File: src/rtl/spi_cs_demux_if.sv
// ---------------------------------------------------------------------------
// spi_cs_demux_if
//   Bundles the upstream SPI master pins and the downstream chip-select /
//   status signals of spi_cs_demux.
//
//   Parameters
//     NUM_CH       number of downstream chip selects
//     BITS_PER_CH  SCLK edges per channel slice
//
//   Signals
//     spi_clk     raw SPI SCLK from the master (asynchronous)
//     spi_cs      raw SPI CS from the master, active-low (asynchronous)
//     cs_out      one-hot downstream chip selects
//     ch_idx      index of the currently selected channel
//     bit_cnt     edges counted in the current slice
//     busy        demux is routing a frame
//     ch_done     1-cycle pulse when a slice completes
//     frame_done  1-cycle pulse when the last channel's slice completes
//     abort       1-cycle pulse when CS deasserts mid-slice
//     overrun     sticky flag: SCLK edge arrived after the frame stopped
//
//   Modports
//     slave   the demux itself (consumes pins, drives selects and status)
//     master  the environment (drives pins, observes selects and status)
// ---------------------------------------------------------------------------
interface spi_cs_demux_if #(
    parameter int NUM_CH      = 7,
    parameter int BITS_PER_CH = 96
);
    localparam int CH_W  = ($clog2(NUM_CH) > 1) ? $clog2(NUM_CH) : 1;
    localparam int CNT_W = ($clog2(BITS_PER_CH) > 1) ? $clog2(BITS_PER_CH) : 1;

    logic              spi_clk;
    logic              spi_cs;
    logic [NUM_CH-1:0] cs_out;
    logic [CH_W-1:0]   ch_idx;
    logic [CNT_W-1:0]  bit_cnt;
    logic              busy;
    logic              ch_done;
    logic              frame_done;
    logic              abort;
    logic              overrun;

    modport slave (
        input  spi_clk,
        input  spi_cs,
        output cs_out,
        output ch_idx,
        output bit_cnt,
        output busy,
        output ch_done,
        output frame_done,
        output abort,
        output overrun
    );

    modport master (
        output spi_clk,
        output spi_cs,
        input  cs_out,
        input  ch_idx,
        input  bit_cnt,
        input  busy,
        input  ch_done,
        input  frame_done,
        input  abort,
        input  overrun
    );
endinterface

File: src/rtl/spi_cs_demux.sv
// ---------------------------------------------------------------------------
// spi_cs_demux
//   SPI chip-select demultiplexer. While the master holds CS low, SCLK edges
//   are counted and every BITS_PER_CH edges the downstream chip select
//   advances to the next of NUM_CH channels. After the last channel the
//   demux either stops (overrun flags further edges) or wraps to channel 0.
//   All logic runs on sys_clk; the SPI pins are synchronised first.
//
//   Ports
//     sys_clk   system clock, rising edge
//     sys_rst   asynchronous active-high reset
//     bus       spi_cs_demux_if.slave
//                 in : spi_clk, spi_cs (raw, asynchronous, CS active-low)
//                 out: cs_out, ch_idx, bit_cnt, busy, ch_done, frame_done,
//                      abort, overrun
//
//   Pin-to-state latency is SYNC_STAGES+1 sys_clk cycles. SCLK must run
//   slower than sys_clk/(2*(SYNC_STAGES+1)).
// ---------------------------------------------------------------------------
module spi_cs_demux #(
    parameter int NUM_CH      = 7,
    parameter int BITS_PER_CH = 96,
    parameter int SYNC_STAGES = 2,
    parameter int SAMPLE_EDGE = 0,   // 0: count rising SCLK, 1: count falling
    parameter int WRAP_MODE   = 0,   // 0: stop after last channel, 1: wrap
    parameter int OUT_ACT_LOW = 0    // 0: cs_out active-high, 1: active-low
) (
    input  logic          sys_clk,
    input  logic          sys_rst,
    spi_cs_demux_if.slave bus
);
    localparam int CH_W  = ($clog2(NUM_CH) > 1) ? $clog2(NUM_CH) : 1;
    localparam int CNT_W = ($clog2(BITS_PER_CH) > 1) ? $clog2(BITS_PER_CH) : 1;

    localparam logic [CH_W-1:0]  LAST_CH  = CH_W'(NUM_CH - 1);
    localparam logic [CNT_W-1:0] LAST_BIT = CNT_W'(BITS_PER_CH - 1);

    typedef enum logic [1:0] {
        ST_IDLE    = 2'd0,
        ST_ACTIVE  = 2'd1,
        ST_STOPPED = 2'd2
    } state_t;

    // -----------------------------------------------------------------------
    // Pin synchronisers and SCLK edge detect
    // -----------------------------------------------------------------------
    logic [SYNC_STAGES-1:0] sclk_sync;
    logic [SYNC_STAGES-1:0] cs_sync;
    logic                   sclk_d;
    logic                   sclk_s;
    logic                   cs_s;
    logic                   sclk_evt;

    // NOTE: CS flops reset to 1 (deasserted) so leaving reset never looks
    // like a frame start; SCLK flops and the edge register reset to the same
    // level so no phantom edge is seen either.
    always_ff @(posedge sys_clk or posedge sys_rst) begin
        if (sys_rst) begin
            sclk_sync <= '0;
            cs_sync   <= '1;
            sclk_d    <= 1'b0;
        end else begin
            // NOTE: non-blocking assignments so every flop samples the
            // pre-edge value of its neighbour; blocking here would collapse
            // the synchroniser chain into a single stage.
            sclk_sync <= {sclk_sync[SYNC_STAGES-2:0], bus.spi_clk};
            cs_sync   <= {cs_sync[SYNC_STAGES-2:0], bus.spi_cs};
            sclk_d    <= sclk_s;
        end
    end

    assign sclk_s   = sclk_sync[SYNC_STAGES-1];
    assign cs_s     = cs_sync[SYNC_STAGES-1];
    assign sclk_evt = (SAMPLE_EDGE != 0) ? (sclk_d & ~sclk_s) : (sclk_s & ~sclk_d);

    // -----------------------------------------------------------------------
    // Control FSM
    // -----------------------------------------------------------------------
    state_t           state,        state_n;
    logic [CH_W-1:0]  ch_q,         ch_n;
    logic [CNT_W-1:0] bit_q,        bit_n;
    logic             ch_done_q,    ch_done_n;
    logic             frame_done_q, frame_done_n;
    logic             abort_q,      abort_n;
    logic             overrun_q,    overrun_n;

    always_ff @(posedge sys_clk or posedge sys_rst) begin
        if (sys_rst) begin
            state        <= ST_IDLE;
            ch_q         <= '0;
            bit_q        <= '0;
            ch_done_q    <= 1'b0;
            frame_done_q <= 1'b0;
            abort_q      <= 1'b0;
            overrun_q    <= 1'b0;
        end else begin
            state        <= state_n;
            ch_q         <= ch_n;
            bit_q        <= bit_n;
            ch_done_q    <= ch_done_n;
            frame_done_q <= frame_done_n;
            abort_q      <= abort_n;
            overrun_q    <= overrun_n;
        end
    end

    always_comb begin
        // NOTE: every output of this block gets a default up front so no
        // path through the case leaves one unassigned (which would infer a
        // latch). Pulses default to 0, state and counters default to hold.
        state_n      = state;
        ch_n         = ch_q;
        bit_n        = bit_q;
        ch_done_n    = 1'b0;
        frame_done_n = 1'b0;
        abort_n      = 1'b0;
        overrun_n    = overrun_q;

        if (cs_s) begin
            // CS deassert overrides everything, including a coincident edge.
            state_n   = ST_IDLE;
            ch_n      = '0;
            bit_n     = '0;
            overrun_n = 1'b0;
            abort_n   = (state == ST_ACTIVE) && (bit_q != '0);
        end else begin
            case (state)
                ST_IDLE: begin
                    state_n = ST_ACTIVE;
                    ch_n    = '0;
                    bit_n   = '0;
                end

                ST_ACTIVE: begin
                    if (sclk_evt) begin
                        if (bit_q != LAST_BIT) begin
                            bit_n = bit_q + CNT_W'(1);
                        end else begin
                            bit_n     = '0;
                            ch_done_n = 1'b1;
                            if (ch_q != LAST_CH) begin
                                ch_n = ch_q + CH_W'(1);
                            end else begin
                                frame_done_n = 1'b1;
                                if (WRAP_MODE != 0) begin
                                    ch_n = '0;
                                end else begin
                                    // ch_idx stays on the last channel while stopped.
                                    state_n = ST_STOPPED;
                                end
                            end
                        end
                    end
                end

                ST_STOPPED: begin
                    if (sclk_evt) begin
                        overrun_n = 1'b1;
                    end
                end

                default: begin
                    state_n = ST_IDLE;
                end
            endcase
        end
    end

    // -----------------------------------------------------------------------
    // Outputs
    // -----------------------------------------------------------------------
    // The select is decoded straight from the registered channel index, so
    // a channel switch moves the active bit in one cycle with no gap.
    logic [NUM_CH-1:0] sel;

    always_comb begin
        sel = '0;
        if (state == ST_ACTIVE) begin
            sel[ch_q] = 1'b1;
        end
    end

    assign bus.cs_out     = (OUT_ACT_LOW != 0) ? ~sel : sel;
    assign bus.ch_idx     = ch_q;
    assign bus.bit_cnt    = bit_q;
    assign bus.busy       = (state == ST_ACTIVE);
    assign bus.ch_done    = ch_done_q;
    assign bus.frame_done = frame_done_q;
    assign bus.abort      = abort_q;
    assign bus.overrun    = overrun_q;

endmodule
File: src/flat_wrapper.sv
// flat-port wrapper written by rule: the top's interface ports become plain ports
module spi_cs_demux_flat 
#(
    parameter int NUM_CH      = 7,
    parameter int BITS_PER_CH = 96,
    parameter int SYNC_STAGES = 2,
    parameter int SAMPLE_EDGE = 0,                                            
    parameter int WRAP_MODE   = 0,                                         
    parameter int OUT_ACT_LOW = 0                                           
)
  (sys_clk, sys_rst, bus_spi_clk, bus_spi_cs, bus_cs_out, bus_ch_idx, bus_bit_cnt, bus_busy, bus_ch_done, bus_frame_done, bus_abort, bus_overrun);
  spi_cs_demux_if #(.NUM_CH(NUM_CH), .BITS_PER_CH(BITS_PER_CH)) bus_i ();
  input  logic sys_clk;
  input  logic sys_rst;
  input wire logic [$bits(bus_i.spi_clk)-1:0] bus_spi_clk;
  input wire logic [$bits(bus_i.spi_cs)-1:0] bus_spi_cs;
  output wire logic [$bits(bus_i.cs_out)-1:0] bus_cs_out;
  output wire logic [$bits(bus_i.ch_idx)-1:0] bus_ch_idx;
  output wire logic [$bits(bus_i.bit_cnt)-1:0] bus_bit_cnt;
  output wire logic [$bits(bus_i.busy)-1:0] bus_busy;
  output wire logic [$bits(bus_i.ch_done)-1:0] bus_ch_done;
  output wire logic [$bits(bus_i.frame_done)-1:0] bus_frame_done;
  output wire logic [$bits(bus_i.abort)-1:0] bus_abort;
  output wire logic [$bits(bus_i.overrun)-1:0] bus_overrun;
  assign bus_i.spi_clk = bus_spi_clk;
  assign bus_i.spi_cs = bus_spi_cs;
  assign bus_cs_out = bus_i.cs_out;
  assign bus_ch_idx = bus_i.ch_idx;
  assign bus_bit_cnt = bus_i.bit_cnt;
  assign bus_busy = bus_i.busy;
  assign bus_ch_done = bus_i.ch_done;
  assign bus_frame_done = bus_i.frame_done;
  assign bus_abort = bus_i.abort;
  assign bus_overrun = bus_i.overrun;
  spi_cs_demux #(.NUM_CH(NUM_CH), .BITS_PER_CH(BITS_PER_CH), .SYNC_STAGES(SYNC_STAGES), .SAMPLE_EDGE(SAMPLE_EDGE), .WRAP_MODE(WRAP_MODE), .OUT_ACT_LOW(OUT_ACT_LOW)) u_core (.sys_clk(sys_clk), .sys_rst(sys_rst), .bus(bus_i));
endmodule
File: config.mk
export PLATFORM = sky130hd
export DESIGN_NAME = spi_cs_demux_flat
export DESIGN_NICKNAME = d
export VERILOG_FILES = /design/src/rtl/spi_cs_demux_if.sv /design/src/rtl/spi_cs_demux.sv /design/src/flat_wrapper.sv
export SDC_FILE = /design/constraint.sdc
export NUM_CORES = 1
export LEC_CHECK = 0
export ABC_AREA = 1
export CAP_MARGIN = 30
export CORE_UTILIZATION = 49
export CTS_CLUSTER_DIAMETER = 60
export CTS_CLUSTER_SIZE = 30
export DETAILED_ROUTE_END_ITERATION = 10
export PLACE_DENSITY = 0.82
export SLEW_MARGIN = 10
export SYNTH_ARGS = -nofsm -noshare
export SYNTH_HDL_FRONTEND = slang
export SYNTH_SLANG_ARGS = --single-unit
File: constraint.sdc
create_clock -name sys_clk -period 1.5 [get_ports sys_clk]
set_input_delay 0.3 -clock sys_clk [delete_from_list [all_inputs] [get_ports sys_clk]]
set_output_delay 0.3 -clock sys_clk [all_outputs]
set_load 0.05 [all_outputs]
After elaboration in Yosys (flattened, before gate mapping)
Index checks and enable logic that the tools add are counted.

storage, ports and cells
  bits in registers = 21
  latch bits = 0
  RAM bits = 0
  memory bits (read-only) = 0
  input port bits = 4
  output and inout port bits = 22
  logic and storage cells = 66
  memories = 0

operators by class
  add/subtract/negate cells = 2
  multipliers = 0
  div/mod/pow operators = 0
  order comparisons = 2
  equality and inequality tests = 9
  shift operators = 0
  muxes and demuxes = 30
  bitwise operators = 2
  reductions and logical operators = 11

operators by type and width
  cell                   number
  $mux W7                4
  $mux W1                14
  $pmux W7 S2            1
  $mux W3                4
  $mux W2                4
  $reduce_and A4 Y1      2
  $add A7 B1 Y7 const B  1
  $ne A7 B7 Y1 const B   1
  $reduce_bool A7 Y1     1
  $ne A3 B1 Y1 const B   2
  $ne A3 B2 Y1 const B   2
  $pmux W2 S3            1
  $pmux W3 S2            1
  $lt A3 B4 Y1 const B   1
  $reduce_and A2 Y1      2
  $reduce_bool A2 Y1     2
  $add A3 B1 Y3 const B  1
  $demux W1 S3           1
  $ge A3 B1 Y1 const B   1
  $ne A3 B3 Y1 const B   1
  $reduce_bool A3 Y1     1
  $eq A2 B1 Y1 const B   1
  $eq A2 B2 Y1 const B   1
  $logic_and A1 B1 Y1    2
  4 further kinds        4

Logic depth before layout (Yosys ltp)
Gate-level depths: netlist of the first run.

  depth after elaboration = 6
  gate-level depth with buffers = 8
  mapped depth without buffers = 8

Least setup slack after synthesis of the first run
Ideal clock, no wire load.

  path kind = reg-to-output
  start point = reg u_core.state[0]
  end point = out bus_cs_out[6]
  arrival time = 2025 ps
  data required time = 1200 ps
  setup slack = -825 ps
  cell stages (with the launch flop) = 5
  path buffers = 0
  cell sequence = dfrtp_1 inv_2 nor2_4 nand2_1 nor3_1

on the way
  longest elaborated chain between the ends = 2

ends and longest elaborated chain
  element                 line                 text
  start, declared         spi_cs_demux.sv:79   state_t state, state_n;
  start signal, assigned  spi_cs_demux.sv:97   state <= state_n;
  $eq A2 B1 Y1            -
  via bus_busy            flat_wrapper.sv:20   output wire logic [$bits(bus_i.busy)-1:0] bus_busy;
  $mux W7                 spi_cs_demux.sv:178  if (state == ST_ACTIVE) begin
  end, declared           flat_wrapper.sv:17   output wire logic [$bits(bus_i.cs_out)-1:0] bus_cs_out;

The timed path passes the listed nets, and every way through them passes these cells.

Worst setup path in the final report of the first run
  start point = reg u_core.state[1]
  end point = out bus_cs_out[5]

on the way
  longest elaborated chain between the ends = 2

ends and longest elaborated chain
  element       line
  $eq A2 B1 Y1  spi_cs_demux.sv:178
  $mux W7       spi_cs_demux.sv:178

Every way passes these cells.

==> metrics.cfg, run 1 <==
[cts]
root_buffer=clkbuf_4
clk_latency_ps=300
cts_num_sinks=21
clk_pin_slew_ps=120
cts-htree-levels=1
cts_buffer_depth=2
numCtsBuffers=3
cts_tree=done

[layout]
fin_util_pct=85.5
finalInstanceArea_um2=1890
diodes=0
fillers=120
fin_cells=208
drive_above_1_share_pct=47.8
nets=189
area_delta_synth_final_pct=66.0

[yosys]
syn_nets=143
synth_cells=135
synth_seq_cells=21
post-synth-top-count-cell=nand2_1
synth_top_area_cell=dfrtp_1
synth-main-ff-cell=dfrtp_1
yosysSeqAreaShare_pct=46.3
yosysUniqueCellTypes=25
avgSynthCellArea_um2=8.44
syn_area_um2=1140
async_reset_ff_share_pct=100
synth_edf_count=0
yosys-top-cells-area=dfrtp_1 (42%), nand2_1 (7.9%), nor2_1 (6.6%)
ys_warn_count=0
synthTopCellsByCount=nand2_1 (24), nor2_1 (20), dfrtp_1 (19)
yosysTopAreaCellShare_pct=41.7

[worst_setup_path]
reg2reg_slack_ps=90
cp-end-kind=primary output
slowest_stage=dfrtp_1
crit_chain=nor2_4, buf_4, nand2_4, nor2_4, buf_12
cpMostUsedCell=nor2_4
critPathLaunch=u_core.state[1]
critPathLaunchType=flip-flop
required_ps=1200
critPathKind=reg -> out
max_stage_delay_ps=440
cp_max_fo=3
rr_endpoint=u_core.bus.ch_idx[2]
r2r_cells=8
worstPathArrival_ps=1370
crit_end=bus_cs_out[5]
r2r_start=u_core.bus.bit_cnt[0]

[sta]
setup_viol=8
fmax_mhz=598
fin_skew_ps=7.95
hold_viol=0
slew-limit-headroom_pct=79.5
rsz0062_at_grt=yes
drv_slew=0
fin_ws_ps=-172
fin_crit_sh_pct=111
fin_setup_tns_ps=-955
fin_crit_ps=1670
worst_pin_slew_ps=307
whs_ps=332

[placed_design]
dp_slack_ps=92.9
placed_cells_incl_taps=196
gp_congestion=0.883
io_buffers=25
place_area_um2=1770
dp_hpwl_um=2200

[detailed_routing]
drtPass1Iterations=4
drc=0
wl_um=3030
drt-wirelength-per-cell_um=14.6
vias=1060
antenna_left=0
avgViaCountPerCell=5.10
drt_iter0_drc=27

[global_routing]
grt_max_degree=22
grt_pass1_vias=1028
grt_pass1_wl_um=4900
track_usage_pct=26.6
grt_remaining_overflow=0
antenna_found_initial=0

[floorplan]
fp.dieH_um=50.2
rows=17
pin_count=26
die-area_um2=2520
die_w_um=50.2
coreArea_um2=2210
initial_core_util_pct=51.5

[run_status]
violations=setup timing
outcome=complete, but fails checks

[worst_hold_path]
hp-class=in -> async

[flow_run]
drv_cap=0

[power_and_ir_drop]
cellPowerDensity_nw_per_um2=979
vdd_drop_max_uv=751
p_leak_nw=0.883
power_mw=1.85

worst min path at each step:
stage / endpoint / slack (ps) / start
2_1_floorplan: u_core.bus.abort / 270 / sys_rst
3_3_place_gp: u_core.sclk_sync[1] / 340 / u_core.sclk_sync[0]
3_5_place_dp: u_core.sclk_sync[1] / 350 / u_core.sclk_sync[0]
4_1_cts: u_core.bus.bit_cnt[6] / 320 / sys_rst
5_1_grt: u_core.sclk_sync[0] / 360 / sys_rst
6_report: u_core.state[1] / 330 / sys_rst
registers in the layout, indices dropped and copies added, names as in the netlist:
name and count:
u_core.sclk_sync 2, u_core.bus.bit_cnt 7, u_core.bus.frame_done 1, u_core.bus.abort 1, u_core.cs_sync 2, u_core.bus.ch_done 1
u_core.sclk_d 1, u_core.bus.overrun 1, u_core.state 2, u_core.bus.ch_idx 3
per-layer routing:
metal	up-vias	GRT usage (%)	part of all wire, %
met3	2	3.03	5.8
li1	519	-	-
met2	47	47.1	55
met5	-	0	0
met1	492	33.1	39
met4	0	9.52	0.63
layout by cell type (no fill, tap or decap), types with 2 or more instances in the layout:
cell and n:
nor3_1 3, o21ai_1 3, nand2_4 3, nor2_1 12, nand4_1 4, dfstp_2 2
nor2_4 11, inv_1 15, dfrtp_1 16, clkbuf_4 3, ha_1 3, nand2_2 7
inv_2 8, nand3_1 11, nor2_2 2, nand3_2 2, dfrtp_2 3, clkdlybuf4s50_1 3
nand2_1 19, buf_12 22, buf_4 15
worst max-delay path, delay by kind of cell, from the launching register on:
kind / cells / cell delay, ps
buf+inv: 2 / 280
simple gates: 3 / 330
flops: 1 / 440
timing repair:
item,in CTS,in global routing
setup endpoints to repair,8,15
buffers inserted,6,3
hold buffers,0,0
endpoints found under the hold margin,0,0
pin swaps,3,2
gates resized for setup,7,6
layout make-up:
type	count	area, µm²	share of cell area (%)
clock buffer	3	22.5	1.19
clock inverter	1	5.00	0.265
inverter	23	86.3	4.56
multi-input combinational	91	617	32.6
sequential	21	532	28.1
tap	28	35.0	1.85
timing repair buffer	41	594	31.4
report_power, final:
part / leakage, nW / switching [mW] / internal (mW)
Combinational: 0.596 / 0.542 / 0.402
Clock: 0.0177 / 0.169 / 0.0994
Sequential: 0.270 / 0.0317 / 0.608
kinds of logic (layout without fill, tap and decap cells):
logic type / Yosys count / in the layout / share of synthesized area (%)
xor+xnor: 1 / 1 / 0.769
compound gates: 8 / 8 / 4.39
simple gates: 78 / 78 / 36.6
flops: 21 / 21 / 46.3
buf+inv: 23 / 68 / 7.57
fa+ha+maj: 4 / 4 / 4.39
Power figures use the tool's default switching activity.
==> inputs of run 2 (changes only) <==
--- a/config.mk
+++ b/config.mk
@@ -9,7 +9,6 @@
 export CAP_MARGIN = 30
 export CORE_UTILIZATION = 49
 export CTS_CLUSTER_DIAMETER = 60
-export CTS_CLUSTER_SIZE = 30
 export DETAILED_ROUTE_END_ITERATION = 10
 export PLACE_DENSITY = 0.82
 export SLEW_MARGIN = 10
==> results of run 2 <==
The final DEF is identical to that of run 1; final timing and power are the same.
==> inputs of run 3 (changes only) <==
--- a/config.mk
+++ b/config.mk
@@ -15,3 +15,4 @@
 export SYNTH_ARGS = -nofsm -noshare
 export SYNTH_HDL_FRONTEND = slang
 export SYNTH_SLANG_ARGS = --single-unit
+export TNS_END_PERCENT = 10
==> run 3 against run 2 <==
Net effect: the flow still finishes with violations (setup timing); non-clock buffer count fell by 3; fmax increased by 1.4%; sequential cell count unchanged; global-route usage fell by 1.5 points; critical path depth is the same; die area unchanged; sequential power is 1% higher; clock-buffer cell count did not move; largest cell class unchanged.
==> metrics.cfg, run 3 (synthesized netlist as in run 1, its figures left out) <==
[cts]
cts_num_sinks=21  ; unchanged
numCtsBuffers=3  ; unchanged
hold_buffers=0  ; unchanged
clk_pin_slew_ps=120  ; about the same
root_buffer=clkbuf_4
cts_buffer_depth=2  ; unchanged
cts_tree=done
cts-htree-levels=1  ; unchanged
clk_latency_ps=300  ; about the same

[sta]
fmax_mhz=607  ; +1.4%
fin_crit_sh_pct=110  ; -1.6 points
hold_viol=0  ; unchanged
fin_setup_tns_ps=-915  ; +40.6 ps
drv_slew=0  ; unchanged
fin_ws_ps=-149  ; +23.5 ps
worst_pin_slew_ps=280  ; -26.9 ps
fin_skew_ps=3.45  ; -4.50 ps
setup_viol=8  ; unchanged
rsz0062_at_grt=yes
fin_crit_ps=1650  ; -23.5 ps
slew-limit-headroom_pct=81.3  ; +1.8 points

[layout]
layout_commonest_cell=buf_12
diodes=0  ; unchanged
fillers=118  ; -1.7%
fin_util_pct=84.5  ; -1.0 points
area_delta_synth_final_pct=64.0
nets=186  ; -1.6%
final_cell_mix=buf_12 (22), nand2_1 (19), dfrtp_1 (18)
drive_above_1_share_pct=44.6  ; -3.1 points
largest_register_ff_count=7  ; unchanged

[floorplan]
pin_count=26  ; unchanged
fp.dieH_um=50.2  ; unchanged
rows=17  ; unchanged
die_w_um=50.2  ; unchanged
coreArea_um2=2210  ; unchanged
die-area_um2=2520  ; unchanged
initial_core_util_pct=51.5  ; unchanged

[run_status]
violations=setup timing
outcome=complete, but fails checks

[power_and_ir_drop]
p_leak_nw=0.881  ; -0.25%
power_mw=1.82  ; -1.7%
vdd_drop_max_uv=987  ; +31%
cellPowerDensity_nw_per_um2=974  ; -0.47%

[flow_run]
drv_cap=0  ; unchanged

[worst_setup_path]
cp_top_family=simple AND/OR/NAND/NOR gates
cp_max_fo=4  ; +1
critPathLaunchType=flip-flop
critPathKind=reg -> out
max_stage_delay_ps=380  ; -60 ps
crit_chain=inv_2, nor2_4, nand2_4, nor3_4, buf_12
required_ps=1200  ; about the same
cp-end-kind=primary output
slowest_stage=dfrtp_1
worstPathArrival_ps=1350  ; -20 ps
critPathBufInv=2  ; unchanged

[detailed_routing]
drc=0  ; unchanged
drt-wirelength-per-cell_um=14.3  ; -2.2%
avgViaCountPerCell=5.25  ; +3.0%
wl_um=2920  ; -3.6%
drtPass1Iterations=4  ; unchanged
vias=1076  ; +1.5%
drt_iter0_drc=28  ; +3.7%
antenna_left=0  ; unchanged

[placed_design]
gp_congestion=0.804  ; -9.0%
dp_slack_ps=59.4  ; -33.5 ps
dp_hpwl_um=2290  ; +3.8%
io_buffers=25  ; unchanged

[global_routing]
grt_pass1_wl_um=4780  ; -2.4%
antenna_found_initial=0  ; unchanged
grt_remaining_overflow=0  ; unchanged
grt_pass1_vias=1100  ; +7.0%
track_usage_pct=25.1  ; -1.5 points
grt_max_degree=22  ; unchanged

[worst_hold_path]
hp-class=in -> async

## run 3: cell types whose count changed in the layout (fill, tap and decap cells not counted), sizes merged
cell,previous run,this run
buf,38,35
## run 3: repair_timing
item / CTS / global route
setup buffers: 3 / 0
pin swaps: 3 / 1
gates resized for setup: 7 / 4
setup endpoints to repair: 8 / 14
cloned: 0 / 0
## run 3: stage by stage
step,cells,area (µm²),hold slack (ps)
6_report,205,1870,342
5_1_grt,205,1870,353
4_1_cts,205,1850,356
3_5_place_dp,198,1780,353
3_3_place_gp,198,1780,337
2_1_floorplan,135,1200,275
## run 3: final timing paths
kind / from / end / slack, ps / depth (start not counted)
worst max-delay path: u_core.state[0] / bus_cs_out[6] / -150 / 5
worst min-delay path: sys_rst / u_core.sclk_sync[1] / 340 / 3
worst max register to register: u_core.state[0] / u_core.bus.ch_idx[1] / 60 / 9
worst min register to register: u_core.cs_sync[0] / u_core.cs_sync[1] / 370 / 0
max in group asynchronous: sys_rst / u_core.cs_sync[0] / 890 / 3
min in group sys_clk: u_core.cs_sync[0] / u_core.cs_sync[1] / 370 / 0
## run 3: routing by layer
metal / global-route usage (%) / up-vias / share of wire, %
met5: 0 / - / 0
met4: 7.14 / 0 / 0.65
met3: 3.64 / 4 / 4.3
met2: 45.6 / 32 / 56
met1: 30.4 / 532 / 38
li1: - / 508 / -
## run 3: cell type report
type | count | area [µm²] | share of cell area, %
repair buffers | 38 | 572 | 30.6
flip-flops and latches | 21 | 529 | 28.3
well taps | 28 | 35.0 | 1.87
clock buffers | 3 | 22.5 | 1.20
clock inverters | 1 | 5.00 | 0.268
multi-input cells | 91 | 619 | 33.1
inverters | 23 | 86.3 | 4.62
## run 3: power by group
| group | switching, mW | total, mW | internal [mW] | leakage (nW) |
|---|---|---|---|---|
| clock network | 0.173 | 0.273 | 0.0993 | 0.0177 |
| registers | 0.0410 | 0.648 | 0.607 | 0.272 |
| logic | 0.523 | 0.901 | 0.378 | 0.591 |
| total | 0.738 | 1.82 | 1.08 | 0.881 |
## run 3: worst reg2reg max path: cells and delay by family (launching register included)
| family | cells | cell delay (ps) |
|---|---|---|
| buffers and inverters | 3 | 340 |
| AND/OR/NAND/NOR | 6 | 640 |
| flip-flops | 1 | 410 |
